**src/rtl/tour_move_sched.sv**
```systemverilog
// Replays a stored knight's tour into cmd_proc as vertical/horizontal move commands,
// and owns the command interface while the tour runs (UART passes through when idle).
module tour_move_sched #(
  parameter int NUM_MOVES = 24,
  parameter int IDX_W     = 5
) (
  input  logic             clk,
  input  logic             rst_n,
  input  logic             tour_go,
  output logic [IDX_W-1:0] move_addr,
  input  logic [7:0]       move,
  input  logic [15:0]      cmd_UART,
  input  logic             cmd_rdy_UART,
  output logic             clr_cmd_rdy_UART,
  output logic [15:0]      cmd,
  output logic             cmd_rdy,
  input  logic             clr_cmd_rdy,
  input  logic             send_resp,
  output logic [7:0]       resp,
  output logic             tour_active
);

  typedef enum logic [2:0] {IDLE, LOAD, VERT, VWAIT, HORZ, HWAIT} state_t;

  localparam logic [IDX_W-1:0] LAST = IDX_W'(NUM_MOVES - 1);

  state_t           state;
  logic [IDX_W-1:0] idx;
  logic [7:0]       move_reg;
  logic             rd_vld;
  logic [15:0]      tcmd;
  logic             tcmd_rdy;

  // Leg command for the lowest set bit of a one-hot move; horz selects the x leg.
  function automatic logic [15:0] leg_cmd(input logic [7:0] m, input logic horz);
    logic [2:0] b;
    logic       neg;
    logic [2:0] mag;
    b = 3'd0;
    for (int i = 7; i >= 0; i--)
      if (m[i]) b = 3'(i);
    if (!horz) begin
      neg = (b >= 3'd3) && (b <= 3'd6);
      mag = (b == 3'd0 || b == 3'd1 || b == 3'd4 || b == 3'd5) ? 3'd2 : 3'd1;
      leg_cmd = {4'h4, neg ? 8'h7F : 8'h00, 1'b0, mag};
    end else begin
      neg = (b >= 3'd1) && (b <= 3'd4);
      mag = (b == 3'd2 || b == 3'd3 || b == 3'd6 || b == 3'd7) ? 3'd2 : 3'd1;
      leg_cmd = {4'h5, neg ? 8'h3F : 8'hBF, 1'b0, mag};
    end
  endfunction

  always_ff @(posedge clk or negedge rst_n) begin
    if (!rst_n) begin
      state    <= IDLE;
      idx      <= '0;
      move_reg <= '0;
      rd_vld   <= 1'b0;
      tcmd     <= '0;
      tcmd_rdy <= 1'b0;
    end else begin
      case (state)
        IDLE: if (tour_go) begin
          idx    <= '0;
          rd_vld <= 1'b0;
          state  <= LOAD;
        end
        // First LOAD cycle presents the address; the second sees the memory data.
        LOAD: if (!rd_vld) begin
          rd_vld <= 1'b1;
        end else begin
          rd_vld   <= 1'b0;
          move_reg <= move;
          if (move == 8'h00) begin
            state <= IDLE;
          end else begin
            tcmd     <= leg_cmd(move, 1'b0);
            tcmd_rdy <= 1'b1;
            state    <= VERT;
          end
        end
        VERT: if (clr_cmd_rdy) begin
          tcmd_rdy <= 1'b0;
          state    <= VWAIT;
        end
        VWAIT: if (send_resp) begin
          tcmd     <= leg_cmd(move_reg, 1'b1);
          tcmd_rdy <= 1'b1;
          state    <= HORZ;
        end
        HORZ: if (clr_cmd_rdy) begin
          tcmd_rdy <= 1'b0;
          state    <= HWAIT;
        end
        HWAIT: if (send_resp) begin
          if (idx == LAST) begin
            state <= IDLE;
          end else begin
            idx   <= idx + 1'b1;
            state <= LOAD;
          end
        end
        default: state <= IDLE;
      endcase
    end
  end

  assign move_addr   = idx;
  assign tour_active = (state != IDLE);

  // Ownership follows the registered state only, so a tour_go never glitches this cycle.
  assign cmd              = tour_active ? tcmd : cmd_UART;
  assign cmd_rdy          = tour_active ? tcmd_rdy : cmd_rdy_UART;
  assign clr_cmd_rdy_UART = tour_active ? 1'b0 : clr_cmd_rdy;

  assign resp = ((state == HWAIT && idx == LAST) ||
                 (state == LOAD && rd_vld && move == 8'h00)) ? 8'h5A : 8'hA5;

endmodule

```
**config.mk**
```make
export PLATFORM = sky130hd
export DESIGN_NAME = tour_move_sched
export DESIGN_NICKNAME = d
export VERILOG_FILES = /design/src/rtl/tour_move_sched.sv
export SDC_FILE = /design/constraint.sdc
export NUM_CORES = 1
export LEC_CHECK = 0
export CORE_UTILIZATION = 43
export DETAILED_ROUTE_END_ITERATION = 8
export MAX_ROUTING_LAYER = met4
export PLACE_DENSITY_LB_ADDON = 0.25
export SYNTH_ARGS = -nofsm -noshare
export SYNTH_HDL_FRONTEND = slang
export SYNTH_SLANG_ARGS = --single-unit
```
**constraint.sdc**
```tcl
create_clock -name clk -period 2.35 [get_ports clk]
set_clock_uncertainty 0.2 [all_clocks]
set_input_delay 0.3525 -clock clk [delete_from_list [all_inputs] [get_ports clk]]
set_output_delay 0.3525 -clock clk [all_outputs]
set_load 0.01 [all_outputs]
```
==> run summary <==
Status -> finished, final reports clean
Multiplexer share of the synthesized area -> 7.92%
Min cycle time layout -> 2310 ps
Critical-path maximum fanout -> 4
Vias in the first global route -> 1369
Clock Sinks -> 25
RSZ-0062 raised after global routing -> true
Post-synth EDFFs -> 0
Synth Area in Simple Gates -> 28.1%
Hold Path Class -> primary input to asynchronous set/reset pin
Fin crit share -> 98.4%
Total track usage -> 22.8%
Htree depth -> 1
Slew headroom -> 78.8%
Fin. max-slew vios -> 0
Via density -> 5.19
First-pass GRT wire length -> 6130 um
Routed vias -> 1535
Top Ports -> 62
Pleak -> 1.19 nW
Router iterations before antenna repair -> 4
Pwr Total -> 2.64 mW
Worst slew pin tran -> 317 ps
Most used flip-flop cell after synthesis -> dfrtp_1
CP Class -> register to primary output
Xor/xnor cell area share of the yosys netlist -> 0%
CTS tree -> done
Avg WL per Cell -> 13.8 um
Final worst slack -> 36.6 ps
Clock transition at path regs -> 140 ps
Clk buf depth -> 2
Post-synth net total -> 196
Crit path launch type -> register
# setup viols final -> 0
Die Span Y -> 61.4 um
VDD IR-drop max -> 485 uV
Synth Cell Area -> 1520 um2
Leading area contributor after synthesis -> dfrtp_1
Post-Syn Instances -> 165
Top post-synthesis cells by area -> dfrtp_1, nand2_1, buf_4, mux2_2, o21ai_0
Sequential fraction of the synthesis area -> 41.3%
Post-synth top cells -> nand2_1, dfrtp_1, buf_4, o21ai_0, nor2_1
Layout cells sized above 1 -> 25.2%
CTS root buf -> clkbuf_4
Worst EP arrival -> 1760 ps
R2r worst-path depth -> 7
Design area -> 2410 um2
PD cells -> 1090 nW/um2
Area after DPL -> 2250 um2
Adder-cell share of the synthesized area -> 0.825%
Residual DRC count -> 0
Critical Path RT -> 1800 ps
Core area -> 3360 um2
Synth Area in Compound Gates -> 14.9%
Final wirelength -> 4090 um
Chip width -> 61.4 um
Synth unique cells -> 44
Largest net degree at the start of global routing -> 26
Pre-CTS setup slack -> -302 ps
Clk_lat worst skew -> 310 ps
Count leader, synth -> nand2_1
Final hold vios -> 0
Initial Util -> 45.1%
Area delta synth->final -> 59.0%
Initial drt markers -> 63
Final Hold Slack -> 187 ps
Max Fclk -> 432 MHz
Endpoint class of the critical path -> primary output
Layout Nets -> 282
Die area -> 3770 um2
Fill cells -> 278
RePlAce Congestion -> 0.866
Grt ovf -> 0
Max reg flops -> 8
Synthesized flop and latch total -> 25
Synth Area per Inst -> 9.19 um2
Asr flop ratio synth -> 100%
Initial antenna violation count -> 0
Largest family of logic cells by synthesized area -> simple AND/OR/NAND/NOR gates
Remaining antenna violation count -> 0
Top cell type's share of synthesized area -> 41.3%
CTS hold repair buffers -> 0
DP Wirelength -> 2940 um
MaxCap Viol Count -> 0
Port Buffers -> 61
Cell Rows -> 21
Clock buffer count from CTS -> 3
Final Util -> 71.7%
Ant diodes -> 0
Synth warnings -> 0
## power breakdown
part | leakage, nW | internal (mW) | switching (mW)
Sequential | 0.310 | 0.597 | 0.126
Clock | 0.0150 | 0.0663 | 0.127
Combinational | 0.862 | 0.929 | 0.793
Total | 1.19 | 1.59 | 1.05
## critical path, stage by stage, from the launching register on
cell	delay (ps)
dfrtp_1	450
buf_4	150
and2b_2	230
nand3b_4	90
o22ai_1	60
buf_4	140
buf_4	140
inv_4	70
buf_6	100
## routing by layer
metal  global-route usage [%]  routed length [um]
met1                     28.4                1650
met2                     38.8                2060
met3                     2.52                 350
met4                     7.30                  35
met5                        -                   0
## per-stage QoR
step                TNS (ps)  instances
floorplan                  0        165
finish                     0        296
CTS                     -105        292
detailed placement     -2260        278
global placement       -2030        278
global route            -106        296
## final timing paths
check / from / to / slack (ps)
worst max-delay path: state[0]$_DFFE_PN0P_ / resp[2] / 40
worst max register to register: state[0]$_DFFE_PN0P_ / tcmd[10]$_DFFE_PN0P_ / 350
worst min-delay path: rst_n / tcmd_rdy$_DFFE_PN0P_ / 190
max in group asynchronous: rst_n / state[2]$_DFFE_PN0P_ / 1510
worst min register to register: move_reg[6]$_DFFE_PN0P_ / move_reg[6]$_DFFE_PN0P_ / 290
min in group clk: move[4] / move_reg[4]$_DFFE_PN0P_ / 230
## area by class of cell
class                      instances  area, um2  area share (%)
tap                               46       57.6            2.39
sequential                        25        627            26.0
timing repair buffer              93        861            35.7
multi-input combinational        123        818            33.9
inverter                           5       21.3           0.882
clock buffer                       4       26.3            1.09
## cell families (layout without fill, tap and decap cells)
logic type,count (synthesis),after routing
AOI/OAI and AO/OA,32,32
adders and majority gates,1,1
buffers and inverters,17,102
DFF,25,25
muxes,11,11
and+or+nand+nor,79,79
## repair_timing
item / in CTS / in global routing
buffers inserted: 9 / 4
pin swaps: 4 / 3
resized for setup: 50 / 30
endpoints found under the setup margin: 26 / 12
hold endpoints to repair: 0 / 0
gates cloned: 1 / 0
## cell usage in the layout (no fill, tap or decap), drive strengths merged, types with 5 or more instances in the layout
cell,n
nand2,37
buf,36
clkdlybuf4s50,27
dfrtp,25
dlygate4sd2,13
clkdlybuf4s15,11
o21ai,10
nor2,8
mux2,8
clkbuf,8
and2,7
nand2b,7
a21o,6
inv,5
No activity file was read; power rests on OpenSTA's default activity.
